$ cat config.mk
export PLATFORM = sky130hd
export DESIGN_NAME = shared_reg_arbiter
export DESIGN_NICKNAME = d
export VERILOG_FILES = /design/src/rtl/shared_reg_arbiter.sv
export SDC_FILE = /design/constraint.sdc
export NUM_CORES = 1
export LEC_CHECK = 0
export CORE_AREA = 2 2 105 56
export CTS_CLUSTER_DIAMETER = 120
export DETAILED_ROUTE_END_ITERATION = 6
export DIE_AREA = 0 0 107 58
export HOLD_SLACK_MARGIN = 0.05
export PLACE_DENSITY = 0.57
export SLEW_MARGIN = 5
export SYNTH_ARGS = -nofsm -noshare
export SYNTH_HDL_FRONTEND = slang
export SYNTH_SLANG_ARGS = --single-unit
$ cat constraint.sdc
create_clock -name clk -period 4.02 [get_ports clk]
set_input_delay 0.603 -clock clk [delete_from_list [all_inputs] [get_ports clk]]
set_output_delay 0.603 -clock clk [all_outputs]
set_load 0.1 [all_outputs]
$ cat src/rtl/shared_reg_arbiter.sv
// Round-robin write arbiter guarding a single shared WIDTH-bit register.
// Each requester holds req until it sees its one-cycle ack. Every write takes
// an IDLE arbitration cycle plus a WRITE cycle. An optional GAP dead time can
// follow each completed write.
module shared_reg_arbiter #(
  parameter int unsigned NUM_REQ    = 4,
  parameter int unsigned WIDTH      = 8,
  parameter int unsigned GAP_CYCLES = 0,
  localparam int unsigned OW        = (NUM_REQ > 2) ? $clog2(NUM_REQ) : 1
) (
  input  logic                       clk,
  input  logic                       reset,
  input  logic [NUM_REQ-1:0]         req,
  input  logic [NUM_REQ*WIDTH-1:0]   data,
  output logic [WIDTH-1:0]           q,
  output logic [NUM_REQ-1:0]         grant,
  output logic [NUM_REQ-1:0]         ack,
  output logic [OW-1:0]              owner,
  output logic                       busy
);

  localparam int unsigned CW = 4;

  typedef enum logic [1:0] {
    S_IDLE  = 2'd0,
    S_WRITE = 2'd1,
    S_GAP   = 2'd2
  } state_e;

  state_e               state_q, state_d;
  logic [WIDTH-1:0]     q_q, q_d;
  logic [NUM_REQ-1:0]   grant_q, grant_d;
  logic [NUM_REQ-1:0]   ack_q, ack_d;
  logic [OW-1:0]        owner_q, owner_d;
  logic                 busy_q, busy_d;
  logic [OW-1:0]        ptr_q, ptr_d;
  logic [OW-1:0]        win_q, win_d;
  logic [CW-1:0]        cnt_q, cnt_d;

  logic [WIDTH-1:0]     data_arr [NUM_REQ];
  logic [NUM_REQ-1:0]   eligible;
  logic [OW-1:0]        cand;
  logic [OW-1:0]        pick_idx;
  logic                 found;

  // Unflatten the per-requester data lanes.
  for (genvar g = 0; g < NUM_REQ; g++) begin : g_data
    assign data_arr[g] = data[g*WIDTH +: WIDTH];
  end

  // Round-robin pick: first eligible requester at or after ptr, wrapping.
  // A requester whose ack is high this cycle is masked so a held req re-arbitrates later.
  always_comb begin
    eligible = req & ~ack_q;
    found    = 1'b0;
    pick_idx = '0;
    cand     = '0;
    for (int i = 0; i < NUM_REQ; i++) begin
      cand = OW'((int'(ptr_q) + i) % NUM_REQ);
      if (!found && eligible[cand]) begin
        found    = 1'b1;
        pick_idx = cand;
      end
    end
  end

  // Next-state and registered-output logic.
  always_comb begin
    state_d = state_q;
    q_d     = q_q;
    grant_d = '0;
    ack_d   = '0;
    owner_d = owner_q;
    busy_d  = busy_q;
    ptr_d   = ptr_q;
    win_d   = win_q;
    cnt_d   = cnt_q;
    case (state_q)
      S_IDLE: begin
        if (found) begin
          grant_d = NUM_REQ'(1) << pick_idx;
          busy_d  = 1'b1;
          win_d   = pick_idx;
          ptr_d   = (pick_idx == OW'(NUM_REQ - 1)) ? '0 : pick_idx + OW'(1);
          state_d = S_WRITE;
        end
      end
      S_WRITE: begin
        if (req[win_q]) begin
          q_d     = data_arr[win_q];
          owner_d = win_q;
          ack_d   = NUM_REQ'(1) << win_q;
          if (GAP_CYCLES == 0) begin
            busy_d  = 1'b0;
            state_d = S_IDLE;
          end else begin
            cnt_d   = CW'(GAP_CYCLES - 1);
            state_d = S_GAP;
          end
        end else begin
          // Requester withdrew: drop the write, pointer stays advanced.
          busy_d  = 1'b0;
          state_d = S_IDLE;
        end
      end
      S_GAP: begin
        if (cnt_q == '0) begin
          busy_d  = 1'b0;
          state_d = S_IDLE;
        end else begin
          cnt_d = cnt_q - CW'(1);
        end
      end
      default: begin
        busy_d  = 1'b0;
        state_d = S_IDLE;
      end
    endcase
  end

  // State and output registers; reset discards any in-flight write.
  always_ff @(posedge clk or negedge reset) begin
    if (!reset) begin
      state_q <= S_IDLE;
      q_q     <= '0;
      grant_q <= '0;
      ack_q   <= '0;
      owner_q <= '0;
      busy_q  <= 1'b0;
      ptr_q   <= '0;
      win_q   <= '0;
      cnt_q   <= '0;
    end else begin
      state_q <= state_d;
      q_q     <= q_d;
      grant_q <= grant_d;
      ack_q   <= ack_d;
      owner_q <= owner_d;
      busy_q  <= busy_d;
      ptr_q   <= ptr_d;
      win_q   <= win_d;
      cnt_q   <= cnt_d;
    end
  end

  assign q     = q_q;
  assign grant = grant_q;
  assign ack   = ack_q;
  assign owner = owner_q;
  assign busy  = busy_q;

endmodule

==> results of run 1 <==
==> registers in the layout, indices dropped and copies added, names as in the netlist <==
register	flops
q	8
ack	4
grant	4
owner	2
ptr_q	2
win_q	2
busy	1
==> metrics by stage <==
stage	instance area [um^2]	util, %	setup slack [ns]
after CTS	1938	36.56	1.533
after floorplan	1276	-	1.773
after detailed placement	1893	35.71	1.488
final	1938	36.56	1.556
after global placement	1893	35.71	1.601
after global routing	1938	36.56	1.496
==> cell families (layout without fill, tap and decap cells) <==
logic type                 Yosys count  in the layout  share of synthesized area (%)
AOI/OAI and AO/OA                   17             17                          8.236
adders and majority gates            4              4                          3.922
buffers and inverters                8             64                          3.920
DFF                                 23             23                          45.10
muxes                               19             19                          27.55
and+or+nand+nor                     25             25                          11.27
==> worst max-delay path by stage <==
stage | start | endpoint | slack, ns | cells past startpoint
after CTS | busy | busy | 1.53 | 1
after floorplan | ack[3] | ptr_q[1] | 1.77 | 7
after global routing | busy | busy | 1.50 | 1
after global placement | req[2] | ptr_q[1] | 1.60 | 8
final | busy | busy | 1.56 | 1
after detailed placement | req[0] | ptr_q[1] | 1.49 | 8
==> cell usage in the layout (no fill, tap or decap) <==
cell and n:
clkdlybuf4s50_1 56, dfrtp_1 23, mux4_1 8, o21ai_0 7
mux2_2 7, nand2_1 5, nand2b_1 4, inv_1 4
and2_1 4, nor3_1 4, ha_1 4, a31oi_1 3
clkbuf_8 3, nor2b_1 2, a21oi_1 2, mux2_4 2
nor3b_1 1, o211ai_1 1, o21ba_2 1, or2_2 1
a41oi_1 1, mux4_2 1, nand2_4 1, o21a_1 1
and3b_1 1, nand3_1 1, a21o_1 1, nor2_1 1
mux2i_1 1, clkbuf_1 1
==> per-layer routing <==
metal,up-vias,GRT usage (%)
met5,-,0
met4,0,3.711
met3,8,3.600
met2,43,20.84
met1,516,14.41
li1,472,-
==> cell type report <==
| class | instances | area [um^2] | share of cell area (%) |
|---|---|---|---|
| well taps | 73 | 91.34 | 4.713 |
| multi-input cells | 65 | 650.6 | 33.57 |
| flip-flops and latches | 23 | 575.6 | 29.70 |
| inverters | 4 | 15.01 | 0.7747 |
| clock buffers | 4 | 45.04 | 2.324 |
| repair buffers | 56 | 560.5 | 28.92 |
==> metrics.cfg, run 1 <==
[route]
met1_length_um=1487
via_per_inst=4.618
remaining_drc_errors=0
ant_nets=0
met3_length_um=197
drt_iter0_markers=106
first_pass_iters=4
routedWlPerCell_um=15.11
num_vias=1039
routed_wl_um=3399
routed.top_layer=met4
wl_met2_um=1655

[synthesis]
ys_types=31
async_flop_share_pct=100.0
synthTopCellsByArea=dfrtp_1 45%, mux4_1 16%, mux2_2 6.2%
netlist_instances=96
yosysMostFrequentCell=dfrtp_1
synth_largest_area_cell=dfrtp_1
synth_area_mm2=0.001276
synth_flop_cell=dfrtp_1
post-synth-top-area-fraction_pct=45.10
netlist_top_cells_count=23 x dfrtp_1, 8 x mux4_1, 7 x mux2_2, 7 x o21ai_0, 5 x nand2_1
syn_avg_cell_area_um2=13.29
ys_warn_count=0
synth.ff_latch_count=23
syn_nets=138
synth-seq-area-share_pct=45.10
synth-edff-count=0

[floorplan]
die_x_um=107
floorplan.initialDensity_pct=24.07
dieArea_mm2=0.006206
die_y_um=58
rows=19
ios=57
coreArea_mm2=0.005301

[critical_path]
worst_setup_path_end_kind=primary output
critical_path.max_stage_delay_ns=1.16
critPathTopFamily=buffers and inverters
timing.rr.start=win_q[1]
reg2reg_slack_ns=1.98
r2r-end=q[5]
r2r_cells=3
cp_data_arrival_time_ns=1.86
worstSetupPathType=reg2out
crit_buf_inv=1
crit_fanout=3
start_kind=flop
cp_slowest_cell=clkdlybuf4s50_1
required_ns=3.42
cp_cell_sequence=clkdlybuf4s50_1

[global_routing]
grt.overflow.total=0
grt_pass1_wl_um=5623
grt_max_degree=24
antenna_found_initial=0
grt.total_usage_pct=11.92
grt_pass1_vias=1160

[place]
gp_congestion=0.8712
dp_hpwl_um=2615
io_buffers=56
dp_cells=221

[clocking]
clockBufferDepth=2
root_buffer=clkbuf_8
cts_sinks=23
cts_tree=built
cts_resized=0
clk-insertion-delay-late_ns=0.26
postCtsSetupRepairBufs=0
htreeDepth=1
cts_buffers=3
clk_pin_slew_ns=0.08
hold_buffers=0

[layout]
areaGrowthSynthToFinish_pct=51.86
fin_cells=225
antennaDiodeCount=0
layout-drive-gt1-share_pct=10.53
finalNetCount=195
n_fill_cell=525

[timing]
hold_viol=0
rsz0062_at_grt=false
worst_slew_pin_slew_ns=1.055
timing.setup.tns_ns=0
slew_viol_final=0
fmax_mhz=405.9
clock_skew_ns=0.007351
setup_violations=0
fin_crit_ns=2.464
fin_hold_ws_ns=0.4898
period_share_pct=61.28
slew_headroom_pct=29.43

[job]
maxCapViolCount=0

[hold_path]
hold_path.startpoint=owner[1]
hold_path_depth=2
min_delay_worst_endpoint=owner[1]
hold_path_class=reg2reg

[outcome]
status=finished clean

Power of run 1 is not shown: default switching activity piles up to over one toggle a cycle in this logic, so the estimate is an artifact.
==> inputs of run 2 (changes only) <==
Settings changed: PLACE_DENSITY 0.57 to 0.59.
Clock period 4.02 ns to 2.22 ns, I/O delays scaled along.
==> run 2 against run 1 <==
  * Sequential cell count did not move
  * Sequential share of layout area rose by 0.18 points
  * Global-route usage fell by 0.94 points
  * Routed wire length fell by 3.3%
  * Clock skew fell by 0.0041 ns
  * Clock-buffer cell count fell by 1
  * Non-clock buffer count rose by 5
  * Die area did not move
  * Critical path depth rose by 7
  * Core utilization fell by 0.14 points
  * Register-to-register slack got worse by 1.6 ns
  * Design area fell by 0.39%
==> metrics.cfg, run 2 (synthesized netlist as in run 1, its figures left out) <==
[hold_path]
hold_path_class=in2async  ; was reg2reg

[clocking]
hold_buffers=0  ; unchanged
htreeDepth=1  ; unchanged
cts_buffers=3  ; unchanged
clk_pin_slew_ns=0.08  ; about the same
clockBufferDepth=2  ; unchanged
cts_resized=0  ; unchanged
cts_tree=built  ; unchanged
postCtsSetupRepairBufs=0  ; unchanged
root_buffer=clkbuf_8  ; unchanged
cts_sinks=23  ; unchanged
clk-insertion-delay-late_ns=0.26  ; about the same

[route]
remaining_drc_errors=0  ; unchanged
drt_iter0_markers=87  ; was 106
routed_wl_um=3286  ; was 3399 um
first_pass_iters=4  ; unchanged
ant_nets=0  ; unchanged
routedWlPerCell_um=14.29  ; was 15.11 um
via_per_inst=4.435  ; was 4.618
num_vias=1020  ; was 1039

[layout]
ff_latch_area_um2=576.8  ; was 575.6 um^2
finalNetCount=200  ; was 195
final_common_cell=clkdlybuf4s50_1  ; unchanged
n_fill_cell=515  ; was 525
areaGrowthSynthToFinish_pct=51.27  ; was 51.86%
mostFrequentLayoutCells=37 x clkdlybuf4s50_1, 24 x buf_4, 22 x dfrtp_1  ; was 56 x clkdlybuf4s50_1, 23 x dfrtp_1, 8 x mux4_1
antennaDiodeCount=0  ; unchanged
layout-drive-gt1-share_pct=26.75  ; was 10.53%
multiInputGateArea_um2=650.6  ; unchanged
largest_reg_flops=8  ; unchanged

[critical_path]
r2r_cells=7  ; was 3
worstSetupPathType=in2reg  ; was reg2out
reg2reg_slack_ns=0.36  ; was 1.98 ns
crit_path_end=ptr_q[1]  ; was busy
worst_setup_path_end_kind=flop  ; was primary output
crit_fanout=5  ; was 3
start_kind=primary input  ; was flop
crit_path_start=req[2]  ; was busy
required_ns=2.36  ; was 3.42 ns
r2r-end=ptr_q[1]  ; was q[5]
timing.rr.start=ack[2]  ; was win_q[1]
cp_data_arrival_time_ns=2.06  ; was 1.86 ns

[timing]
clock_skew_ns=0.003208  ; was 0.007351 ns
worst_slew_pin_slew_ns=0.3028  ; was 1.055 ns
slew_headroom_pct=79.60  ; was 29.43%
slew_viol_final=0  ; unchanged
fmax_mhz=520.5
period_share_pct=86.55
fin_crit_ns=1.921
hold_viol=0  ; unchanged
rsz0062_at_grt=false  ; unchanged
timing.setup.tns_ns=0  ; unchanged
setup_violations=0  ; unchanged
setup_ws_ns=0.2987  ; was 1.556 ns

[place]
dp_slack_ns=0.03950  ; was 1.488 ns
io_buffers=56  ; unchanged
gp_congestion=0.9170  ; was 0.8712
dp_hpwl_um=2719  ; was 2615 um

[global_routing]
grt.total_usage_pct=10.98  ; was 11.92%
antenna_found_initial=0  ; unchanged
grt.overflow.total=0  ; unchanged
grt_pass1_wl_um=5237  ; was 5623 um
grt_pass1_vias=1083  ; was 1160
grt_max_degree=24  ; unchanged

[floorplan]
rows=19  ; unchanged
dieArea_mm2=0.006206  ; unchanged
die_x_um=107  ; unchanged
floorplan.initialDensity_pct=24.07  ; unchanged
ios=57  ; unchanged
die_y_um=58  ; unchanged
coreArea_mm2=0.005301  ; unchanged

[outcome]
status=finished clean  ; unchanged

[job]
maxCapViolCount=0  ; unchanged

==> run 2: critical path: stages <==
cell,delay (ns)
clkdlybuf4s50_1,0.49
nand2b_1,0.14
o21ba_2,0.24
or2_2,0.31
o21a_1,0.14
ha_1,0.29
nand2_1,0.05
o21ai_0,0.07
==> run 2: worst min-delay path by stage <==
stage                   from  endpoint  slack, ns
floorplan              reset    ack[0]       0.04
global route           reset    ack[0]       0.43
detailed placement  owner[1]  owner[1]       0.48
CTS                    reset    ack[1]       0.42
global placement    owner[1]  owner[1]       0.47
finish                 reset    ack[1]       0.41
==> run 2: per-layer routing <==
metal / track usage (%) / up-vias / share of wire, %
met3: 3.262 / 2 / 4.8
met2: 19.02 / 38 / 51
met1: 13.68 / 497 / 44
met5: 0 / - / 0
li1: - / 483 / -
met4: 2.783 / 0 / 0.43
==> run 2: layout make-up <==
cell class | instances | share of cell area (%)
sequential | 23 | 29.88
timing repair buffer | 61 | 28.52
tap | 73 | 4.731
clock inverter | 1 | 0.2592
clock buffer | 3 | 2.139
inverter | 4 | 0.7777
multi-input combinational | 65 | 33.70
==> run 2: per-stage QoR <==
step                instance area [um^2]  hold WS [ns]  std cells  util [%]
floorplan                           1277       0.03741         96         -
global placement                    1884        0.4739        226     35.54
detailed placement                  1884        0.4801        226     35.54
CTS                                 1931        0.4200        230     36.42
global route                        1931        0.4290        230     36.42
finish                              1931        0.4132        230     36.42
Power of run 2 is left out for the same reason.
==> inputs of run 3 (changes only) <==
Settings changed: REMOVE_ABC_BUFFERS set to 1.
==> run 3 against run 2 <==
  * Setup slack improved by 0.060 ns
  * Clock-buffer cell count stayed put
  * Register-to-register slack improved by 0.02 ns
  * Largest cell class unchanged
  * Worst hold slack gained 0.017 ns
==> metrics.cfg, run 3 (synthesized netlist as in run 1, its figures left out) <==
[critical_path]
worst_setup_path_end_kind=flop  ; unchanged
cp_slowest_cell=clkdlybuf4s50_1  ; unchanged
r2r-end=q[1]  ; was ptr_q[1]
crit_fanout=4  ; was 5
start_kind=primary input  ; unchanged
r2r_cells=3  ; was 7
timing.rr.start=win_q[0]  ; was ack[2]
required_ns=2.37  ; was 2.36 ns
critical_path.max_stage_delay_ns=0.45  ; was 0.49 ns
critPathTopFamily=simple AND/OR/NAND/NOR gates  ; unchanged
worstSetupPathType=in2reg  ; unchanged
cp_data_arrival_time_ns=2.01  ; was 2.06 ns
crit_buf_inv=1  ; unchanged
reg2reg_slack_ns=0.38  ; was 0.36 ns
cp_cell_sequence=clkdlybuf4s50_1 -> nand2b_1 -> o21ba_2 -> or2_2 -> o21a_1 -> ha_1 -> nand2_1 -> o21ai_0  ; unchanged

[route]
num_vias=1050  ; was 1020
via_per_inst=4.545  ; was 4.435
met1_length_um=1693  ; was 1436 um
routedWlPerCell_um=15.15  ; was 14.29 um
ant_nets=0  ; unchanged
first_pass_iters=4  ; unchanged
routed_wl_um=3500  ; was 3286 um
wl_met2_um=1499  ; was 1675 um
remaining_drc_errors=0  ; unchanged
drt_iter0_markers=37  ; was 87
routed.top_layer=met4  ; unchanged
met3_length_um=271  ; was 159 um

[clocking]
cts_tree=built  ; unchanged
clk_pin_slew_ns=0.08  ; about the same
cts_buffers=3  ; unchanged
cts_sinks=23  ; unchanged
clockBufferDepth=2  ; unchanged
root_buffer=clkbuf_8  ; unchanged
cts_resized=0  ; unchanged
postCtsSetupRepairBufs=0  ; unchanged
clk-insertion-delay-late_ns=0.26  ; about the same
htreeDepth=1  ; unchanged
hold_buffers=0  ; unchanged

[layout]
final_common_cell=clkdlybuf4s50_1  ; unchanged
multiInputGateArea_um2=650.6  ; unchanged
layout-drive-gt1-share_pct=26.58  ; was 26.75%
finalNetCount=201  ; was 200
ff_latch_area_um2=575.6  ; was 576.8 um^2
antennaDiodeCount=0  ; unchanged
largest_reg_flops=8  ; unchanged
n_fill_cell=518  ; was 515
areaGrowthSynthToFinish_pct=51.76  ; was 51.27%
mostFrequentLayoutCells=37 x clkdlybuf4s50_1, 25 x buf_4, 23 x dfrtp_1  ; was 37 x clkdlybuf4s50_1, 24 x buf_4, 22 x dfrtp_1
fin_cells=231  ; was 230
fin_util_pct=36.54  ; was 36.42%

[timing]
slew_viol_final=0  ; unchanged
slew_headroom_pct=63.54  ; was 79.60%
setup_violations=0  ; unchanged
fmax_mhz=537.4  ; was 520.5 MHz
timing.setup.tns_ns=0  ; unchanged
rsz0062_at_grt=false  ; unchanged
fin_hold_ws_ns=0.4299  ; was 0.4132 ns
period_share_pct=83.82  ; was 86.55%
worst_slew_pin_slew_ns=0.5469  ; was 0.3028 ns
clock_skew_ns=0.003170  ; was 0.003208 ns
hold_viol=0  ; unchanged
fin_crit_ns=1.861  ; was 1.921 ns

[floorplan]
dieArea_mm2=0.006206  ; unchanged
ios=57  ; unchanged
coreArea_mm2=0.005301  ; unchanged
die_x_um=107  ; unchanged
floorplan.initialDensity_pct=24.07  ; unchanged
die_y_um=58  ; unchanged
rows=19  ; unchanged

[global_routing]
antenna_found_initial=0  ; unchanged
grt.overflow.total=0  ; unchanged
grt_pass1_wl_um=5451  ; was 5237 um
grt.total_usage_pct=11.49  ; was 10.98%
grt_max_degree=24  ; unchanged
grt_pass1_vias=1054  ; was 1083

[place]
dp_hpwl_um=2717  ; was 2719 um
io_buffers=56  ; unchanged
dp_cells=227  ; was 226
gp_congestion=0.8435  ; was 0.9170

[job]
maxCapViolCount=0  ; unchanged

[hold_path]
hold_path_class=in2async  ; unchanged

[outcome]
status=finished clean  ; unchanged

## run 3: cell count changes in the layout (fill, tap and decap cells not counted), sizes merged
cell / delta
buf: +1
## run 3: cell type report
cell class / count / area share [%]
tap: 73 / 4.716
clock buffer: 3 / 2.132
inverter: 4 / 0.7752
clock inverter: 1 / 0.2584
sequential: 23 / 29.72
timing repair buffer: 62 / 28.81
multi-input combinational: 65 / 33.59
## run 3: how the worst max path moves through the flow
stage / startpoint / end / slack (ns) / cells after the start
global placement: req[3] / ptr_q[1] / 0.16 / 8
global route: req[0] / ptr_q[1] / 0.28 / 8
floorplan: ack[3] / ptr_q[1] / -0.07 / 7
finish: req[3] / ptr_q[1] / 0.36 / 8
CTS: win_q[0] / q[1] / 0.35 / 3
detailed placement: req[3] / ptr_q[1] / 0.11 / 8
## run 3: per-stage QoR
stage | area, um^2 | worst slack (ns)
final | 1937 | 0.3591
after CTS | 1937 | 0.3543
after floorplan | 1241 | -0.06910
after global routing | 1937 | 0.2776
after global placement | 1891 | 0.1593
after detailed placement | 1891 | 0.1105
## run 3: worst reg2reg max path: cells and delay by family (launching register included)
kind             cells  cell delay [ns]
multiplexers         2             0.82
AND/OR/NAND/NOR      1             0.22
flip-flops           1             0.69
## run 3: per-layer routing
metal,vias to the layer above,global-route usage (%)
li1,482,-
met5,-,0
met1,518,15.97
met4,0,2.783
met3,4,3.150
met2,46,18.02
Power of run 3 is left out for the same reason.
